## src/rtl/led_blink_decoder.sv

```systemverilog
`timescale 1ns/1ps
// led_blink_decoder
//   Recovers a 2-bit select code from the blink rate of an LED waveform.
//   The time between edges of led_in_i is compared against four half-periods.
//   Two consecutive intervals with the same code are needed to lock onto it.
//
// Ports
//   clk_i      single clock, rising edge
//   rst_ni     asynchronous, active-low reset
//   led_in_i   asynchronous LED waveform
//   code_o     decoded select {s1,s2}; holds its last locked value
//   valid_o    high while locked to a rate
//   lost_o     high while no edge has been seen for 2^CW-1 cycles
//   err_o      one-cycle pulse for an interval that matches no code
//
// Optional feature
//   LED_BLINK_DECODER_GLITCH_FILTER_EN: adds a 3-sample glitch filter after
//   the synchronizer. This adds 2 cycles of edge latency.
//
// state   | meaning
// IDLE    | no reference edge yet; the next edge only starts timing
// MEASURE | collecting matching intervals; a candidate code may be held
// LOCKED  | two consecutive intervals agreed; code_o/valid_o are driven
module led_blink_decoder #(
  parameter int unsigned CW  = 8,
  parameter int unsigned HP0 = 100,
  parameter int unsigned HP1 = 50,
  parameter int unsigned HP2 = 10,
  parameter int unsigned HP3 = 1,
  parameter int unsigned TOL = 1
) (
  input  logic       clk_i,
  input  logic       rst_ni,
  input  logic       led_in_i,
  output logic [1:0] code_o,
  output logic       valid_o,
  output logic       lost_o,
  output logic       err_o
);

  typedef enum logic [1:0] {IDLE, MEASURE, LOCKED} state_e;

  localparam logic [CW-1:0] CNT_MAX = '1;

  function automatic logic near(input logic [CW-1:0] iv, input int unsigned hp);
    int unsigned ivw;
    ivw = 32'(iv);
    return (ivw + TOL >= hp) && (ivw <= hp + TOL);
  endfunction

  logic [1:0]    sync_q;
  logic          led_s;
  logic          level_d, level_q;
  logic          edge_det;
  logic [CW-1:0] cnt_d, cnt_q;
  logic          sat;
  logic          hit;
  logic [1:0]    hit_k;
  state_e        state_d, state_q;
  logic [1:0]    cand_d, cand_q;
  logic          cand_vld_d, cand_vld_q;
  logic [1:0]    code_d, code_q;
  logic          valid_d, valid_q;
  logic          lost_d, lost_q;
  logic          err_d, err_q;

  assign led_s = sync_q[1];

`ifdef LED_BLINK_DECODER_GLITCH_FILTER_EN
  logic [1:0] hist_q;

  // The filtered level only moves once three samples in a row agree.
  // It is used combinationally, so the edge costs 2 cycles and not 3.
  always_comb begin
    level_d = level_q;
    if ((led_s == hist_q[0]) && (led_s == hist_q[1])) level_d = led_s;
  end

  always_ff @(posedge clk_i or negedge rst_ni) begin
    if (!rst_ni) hist_q <= 2'b00;
    else         hist_q <= {hist_q[0], led_s};
  end
`else
  always_comb level_d = led_s;
`endif

  assign edge_det = level_d ^ level_q;
  assign sat      = (cnt_q == CNT_MAX);

  always_comb begin
    cnt_d = cnt_q;
    if (edge_det)  cnt_d = CW'(1);
    else if (!sat) cnt_d = cnt_q + CW'(1);
  end

  // If several codes match, the lowest code is selected.
  // A saturated count does not give a real interval, so it never matches.
  always_comb begin
    hit   = 1'b0;
    hit_k = 2'd0;
    if (!sat) begin
      if (near(cnt_q, HP0))      begin hit = 1'b1; hit_k = 2'd0; end
      else if (near(cnt_q, HP1)) begin hit = 1'b1; hit_k = 2'd1; end
      else if (near(cnt_q, HP2)) begin hit = 1'b1; hit_k = 2'd2; end
      else if (near(cnt_q, HP3)) begin hit = 1'b1; hit_k = 2'd3; end
    end
  end

  always_comb begin
    state_d    = state_q;
    cand_d     = cand_q;
    cand_vld_d = cand_vld_q;
    code_d     = code_q;
    valid_d    = valid_q;
    lost_d     = lost_q;
    err_d      = 1'b0;
    if (edge_det) begin
      lost_d = 1'b0;
      unique case (state_q)
        IDLE: begin
          state_d    = MEASURE;
          cand_vld_d = 1'b0;
        end
        MEASURE: begin
          if (hit && cand_vld_q && (cand_q == hit_k)) begin
            state_d = LOCKED;
            code_d  = hit_k;
            valid_d = 1'b1;
          end else if (hit) begin
            cand_d     = hit_k;
            cand_vld_d = 1'b1;
          end else begin
            cand_vld_d = 1'b0;
            err_d      = 1'b1;
          end
        end
        LOCKED: begin
          if (hit && (hit_k != cand_q)) begin
            state_d    = MEASURE;
            valid_d    = 1'b0;
            cand_d     = hit_k;
            cand_vld_d = 1'b1;
          end else if (!hit) begin
            state_d    = MEASURE;
            valid_d    = 1'b0;
            cand_vld_d = 1'b0;
            err_d      = 1'b1;
          end
        end
        default: state_d = IDLE;
      endcase
    end else if (sat) begin
      state_d    = IDLE;
      valid_d    = 1'b0;
      cand_vld_d = 1'b0;
      lost_d     = 1'b1;
    end
  end

  always_ff @(posedge clk_i or negedge rst_ni) begin
    if (!rst_ni) begin
      sync_q     <= 2'b00;
      level_q    <= 1'b0;
      cnt_q      <= '0;
      state_q    <= IDLE;
      cand_q     <= 2'd0;
      cand_vld_q <= 1'b0;
      code_q     <= 2'd0;
      valid_q    <= 1'b0;
      lost_q     <= 1'b0;
      err_q      <= 1'b0;
    end else begin
      sync_q     <= {sync_q[0], led_in_i};
      level_q    <= level_d;
      cnt_q      <= cnt_d;
      state_q    <= state_d;
      cand_q     <= cand_d;
      cand_vld_q <= cand_vld_d;
      code_q     <= code_d;
      valid_q    <= valid_d;
      lost_q     <= lost_d;
      err_q      <= err_d;
    end
  end

  assign code_o  = code_q;
  assign valid_o = valid_q;
  assign lost_o  = lost_q;
  assign err_o   = err_q;

endmodule

```

## config.mk

```make
export PLATFORM = sky130hd
export DESIGN_NAME = led_blink_decoder
export DESIGN_NICKNAME = d
export VERILOG_FILES = /design/src/rtl/led_blink_decoder.sv
export SDC_FILE = /design/constraint.sdc
export NUM_CORES = 1
export LEC_CHECK = 0
export ABC_CLOCK_PERIOD_IN_PS = 6450
export BUFFER_PORTS_ARGS = -buffer_cell sky130_fd_sc_hd__buf_4
export CORE_MARGIN = 1.5
export CORE_UTILIZATION = 50
export CTS_BUF_LIST = sky130_fd_sc_hd__clkbuf_8
export DETAILED_ROUTE_END_ITERATION = 10
export GPL_TIMING_DRIVEN = 0
export MAX_ROUTING_LAYER = met4
export PLACE_DENSITY = 0.67
export SLEW_MARGIN = 20
export SYNTH_ARGS = -nofsm -noshare
export SYNTH_HDL_FRONTEND = slang
export SYNTH_SLANG_ARGS = --single-unit
```

## constraint.sdc

```tcl
create_clock -name clk_i -period 6.45 [get_ports clk_i]
set_input_delay 0.645 -clock clk_i [delete_from_list [all_inputs] [get_ports clk_i]]
set_output_delay 0.645 -clock clk_i [all_outputs]
set_load 0.02 [all_outputs]
```

After elaboration in Yosys (flattened, before gate mapping)
Cells that the tools add are included.

cells by class
  add/subtract/negate cells = 2
  bitwise operators = 1
  mux-type cells = 40
  equality and inequality tests = 14
  reduce and logical (&&, ||, !) cells = 15
  order comparisons = 8

operator list
  operator               number
  $ge A32 B4 Y1 const B  1
  $ge A32 B6 Y1 const B  1
  $ge A32 B7 Y1 const B  1
  $mux W2                13
  $mux W1                20
  $mux W8                2
  $add A8 B1 Y9 const B  1
  $ge A9 B1 Y1 const B   1
  $add A8 B1 Y8 const B  1
  $eq A8 B8 Y1 const B   1
  $le A8 B2 Y1 const B   1
  $le A8 B4 Y1 const B   1
  $le A8 B6 Y1 const B   1
  $le A8 B7 Y1 const B   1
  $ne A2 B2 Y1 const B   4
  $reduce_and A4 Y1      2
  $logic_and A1 B1 Y1    7
  $ne A3 B3 Y1 const B   2
  $pmux W2 S3            1
  $reduce_and A3 Y1      2
  $reduce_and A5 Y1      1
  $ne A4 B1 Y1 const B   1
  $ne A4 B4 Y1 const B   1
  $pmux W1 S2            2
  10 further kinds       11

word-level totals
  word-level logic and storage cells = 90
  output and inout port bits = 5
  bits of input ports = 3
  bits in registers = 21

Longest topological paths before layout
  depth in word-level cells = 13
  mapped depth = 11

Worst setup path before layout
Ideal clock, no wire load.

  kind = register to register
  from = register cnt_q[1]
  to = register code_q[0], in the netlist code_o[0]
  clock period less this slack = 2.767 ns
  buffers on the path = 1
  setup time = 0.125 ns
  arrival = 2.641 ns
  cell stages (with the launch flop) = 11
  data required time = 6.325 ns
  path slack = 3.683 ns
  path through = dfrtp_1 > ha_1 > buf_2 > and3_1 > o41ai_2 > a211oi_4 > o32a_2 > a2bb2oi_2 > and2_4 > and3_4 > mux2_4

between the ends
  longest elaborated chain between the ends = 11

ends and longest elaborated chain
  what                                                    RTL line  text
  from (decl)                                             55        logic [CW-1:0] cnt_d, cnt_q;
  from (signal assigned)                                  175       cnt_q <= cnt_d;
  branches (longest 11 deep; another with $ge A32 B4 Y1)  --
  to (signal assigned)                                    179       code_q <= code_d;
  to (decl)                                               62        logic [1:0] code_d, code_q;

Several ways; the timed one is not identified.
A chain may end at the register's enable or synchronous reset.

Final worst setup path
  from = register cnt_q[1]
  to = register code_q[1], in the netlist code_o[1]

Same word-level chain as after synthesis.

==> results.cfg <==
[status]
outcome = complete, no violations

[sta]
max_slew.worst_pin.slew_ps = 596
report.final.slew_viol_count = 0
clock-skew-final_ps = 3.56
rsz_0062_raised_after_global_routing = no
maxClockFrequency_mhz = 323
layout_min_cycle_time_ps = 3100
slew_headroom_pct = 60.2
timing.final.ws_setup_ps = 3350
period_share_pct = 48.1
setup_viol = 0
fin_setup_tns_ps = 0
report.final.hold_viol_count = 0
whs_ps = 261

[worst_setup_path]
criticalPathCategory = flop to flop
worstPathBufferInverterCount = 1
worst_path_largest_cell_delay_ps = 510
start_kind = flop
critPathTopFamily = compound AO/OA/AOI/OAI gates
ff2ff_path_depth = 10
critPathMaxFanout = 10
cp.required_ps = 6600
worstPathCellList = ha_1 > buf_2 > and3_1 > o41ai_2 > a211oi_4 > o32a_2 > a2bb2oi_2 > and2_4 > and3_4 > mux2_4
cp_num_cells = 10
setup.worst_path.end_class = flop
arrival_ps = 3250
cp_slowest_cell = sky130_fd_sc_hd__dfrtp_1

[floorplan]
row_count = 20
initial_utilization_pct = 52.4
dieArea_um2 = 3550
io-pin-count = 8
core_area_um2 = 3050
die_height_um = 59.6
die_x_um = 59.6

[synthesis]
number_of_enable_type_register_cells_in_the_synthesized_netlist = 0
synth_top_flop_cell = sky130_fd_sc_hd__dfrtp_1
netlist_instances = 171
synth.avg_cell_area_um2 = 9.35
synth.ff_latch_count = 21
synth_seq_area_share_pct = 32.9
syn_nets = 182
yosysWarnings = 0
syn-cell-area_um2 = 1600
synth.lib_cells_used.distinct = 57
synthArstFlopShare_pct = 100

[finish]
final.fill_count = 282
multi_input_comb_area_um2 = 962
fin_nets = 194
syn2layout_area_growth_pct = 9.55
post_route_cells_drive_above_1_share_pct = 20.9
antenna_cells_inserted = 0
regArea_um2 = 526
final_area_um2 = 1750

[routing]
dr.pass1.iters = 4
drt-initial-drc-count = 95
route.vias.total = 1338
wire_per_inst_um = 15.4
post_drt_via_cell_ratio = 5.92
ant_nets = 0
drt_drc_violations_left = 0
wl_um = 3480

[clock_tree]
max-clock-path-buffers = 2
htree_levels = 1
clock_tree_from_tritoncts = done
clk-insertion-delay-late_ps = 260
cts_hold_buffers = 0
cts_bufs_inserted = 3
cts.clk_slew.worst_paths_ps = 80
cts_setup_buffers = 0
cts_repair_resize_count = 0
cts_sink_count = 21
clockRootBuffer = sky130_fd_sc_hd__clkbuf_8

[power_and_ir_drop]
power_density_nw_per_um2 = 281
power.ir.vdd_worst_mv = 0.173
power.leakage_uw = 0.000738

[grt]
grt_usage_pct = 23.2
first_global_vias = 1305
grt-ovfl-total = 0
number_of_antenna_violations_at_the_first_check_in_global_routing = 0
largest_net_degree_at_the_start_of_global_routing = 22
wire_length_of_the_first_global_routing_pass_um = 6110

[placed_design]
detailed_place.area_um2 = 1710
gp_routability_congestion = 0.888
io_buffers = 7
detailedPlace.worstSlack_ps = 3380
hpwl_um = 2570

[hold_path]
holdCritPathClass = input pin to asynchronous set/reset pin

[run]
drv_cap = 0
flip-flops by register name (all words and copies together), names as in the netlist, 2 cells and up:
name     count
cand_q       2
cnt_q        8
code_o       2
state_q      2
sync_q       2
layout make-up:
cell class	instances	area share, %
clock buffer	3	2.36
tap	44	3.14
inverter	9	1.93
buffer	11	4.43
timing repair buffer	7	3.00
multi-input combinational	130	54.9
clock inverter	1	0.214
sequential	21	30.0
cells by family after synthesis:
group | count (synthesis) | synth area share [%]
buf+inv | 20 | 6.96
compound gates | 47 | 23.7
fa+ha+maj | 8 | 6.26
mux | 5 | 3.91
simple gates | 61 | 21.4
xor+xnor | 9 | 4.93
flops | 21 | 32.9
per-stage QoR:
step	util, %	std cells	power (uW)
2_1_floorplan	-	171	357
3_3_place_gp	55.9	222	402
3_5_place_dp	55.9	222	407
4_1_cts	57.4	226	493
5_1_grt	57.4	226	530
6_report	57.4	226	491
power by group:
| group | switching, uW | total (uW) | internal (uW) |
|---|---|---|---|
| clock | 41.9 | 84.3 | 42.4 |
| sequential | 23.7 | 178 | 155 |
| combinational | 130 | 229 | 98.5 |
| total | 196 | 491 | 295 |
Yosys cell counts, types with 2 or more instances:
cell                       number  area (um^2)
sky130_fd_sc_hd__and4b_1        2         20.0
sky130_fd_sc_hd__nand2_1       12         45.0
sky130_fd_sc_hd__nor3_1         5         25.0
sky130_fd_sc_hd__ha_1           8          100
sky130_fd_sc_hd__a21oi_1       12         60.1
sky130_fd_sc_hd__mux2_4         2         30.0
sky130_fd_sc_hd__or3_1          2         12.5
sky130_fd_sc_hd__o21ai_1        4         20.0
sky130_fd_sc_hd__buf_2          5         25.0
sky130_fd_sc_hd__nor2_1        12         45.0
sky130_fd_sc_hd__o211ai_1       2         15.0
sky130_fd_sc_hd__xnor2_1        7         61.3
sky130_fd_sc_hd__nand2b_1       4         25.0
sky130_fd_sc_hd__nand4b_1       2         17.5
sky130_fd_sc_hd__o21ai_0        7         35.0
sky130_fd_sc_hd__nor4_1         4         25.0
sky130_fd_sc_hd__and3_1         3         18.8
sky130_fd_sc_hd__inv_1          9         33.8
sky130_fd_sc_hd__mux2_1         2         22.5
sky130_fd_sc_hd__xor2_1         2         17.5
sky130_fd_sc_hd__buf_4          2         15.0
sky130_fd_sc_hd__buf_6          3         33.8
sky130_fd_sc_hd__dfrtp_1       21          526
sky130_fd_sc_hd__nand4_1        6         37.5
layer usage:
layer	global-route usage, %	up-vias	wire, um	share of wire, %
met3	2.84	2	125	3.6
met1	30.5	656	1610	46
met4	7.30	0	19	0.55
met2	37.2	30	1730	50
li1	-	650	-	-
met5	-	-	0	0
cells in the final DEF (no fill, tap or decap), types with 3 or more instances in the layout:
master / count
sky130_fd_sc_hd__buf_2: 5
sky130_fd_sc_hd__dfrtp_1: 21
sky130_fd_sc_hd__nor3_1: 5
sky130_fd_sc_hd__o21ai_0: 7
sky130_fd_sc_hd__buf_6: 3
sky130_fd_sc_hd__o21ai_1: 4
sky130_fd_sc_hd__nand2b_1: 4
sky130_fd_sc_hd__ha_1: 8
sky130_fd_sc_hd__buf_4: 9
sky130_fd_sc_hd__xnor2_1: 7
sky130_fd_sc_hd__nor4_1: 4
sky130_fd_sc_hd__nand2_1: 12
sky130_fd_sc_hd__inv_1: 10
sky130_fd_sc_hd__clkbuf_8: 3
sky130_fd_sc_hd__and3_1: 3
sky130_fd_sc_hd__a21oi_1: 12
sky130_fd_sc_hd__nor2_1: 12
sky130_fd_sc_hd__nand4_1: 6
path summary, 6_finish.rpt:
kind                                            from  slack [ps]                    end
worst max-delay path            cnt_q[1]$_DFFE_PN0P_        3350  code_o[1]$_DFFE_PN0P_
min in group clk_i               sync_q[0]$_DFF_PN0_         360    sync_q[1]$_DFF_PN0_
worst min-delay path                          rst_ni         260    sync_q[1]$_DFF_PN0_
worst min register to register   sync_q[0]$_DFF_PN0_         360    sync_q[1]$_DFF_PN0_
worst max register to register  cnt_q[1]$_DFFE_PN0P_        3350  code_o[1]$_DFFE_PN0P_
max in group asynchronous                     rst_ni        5970   cnt_q[7]$_DFFE_PN0P_
No activity file was read; power rests on OpenSTA's default activity.
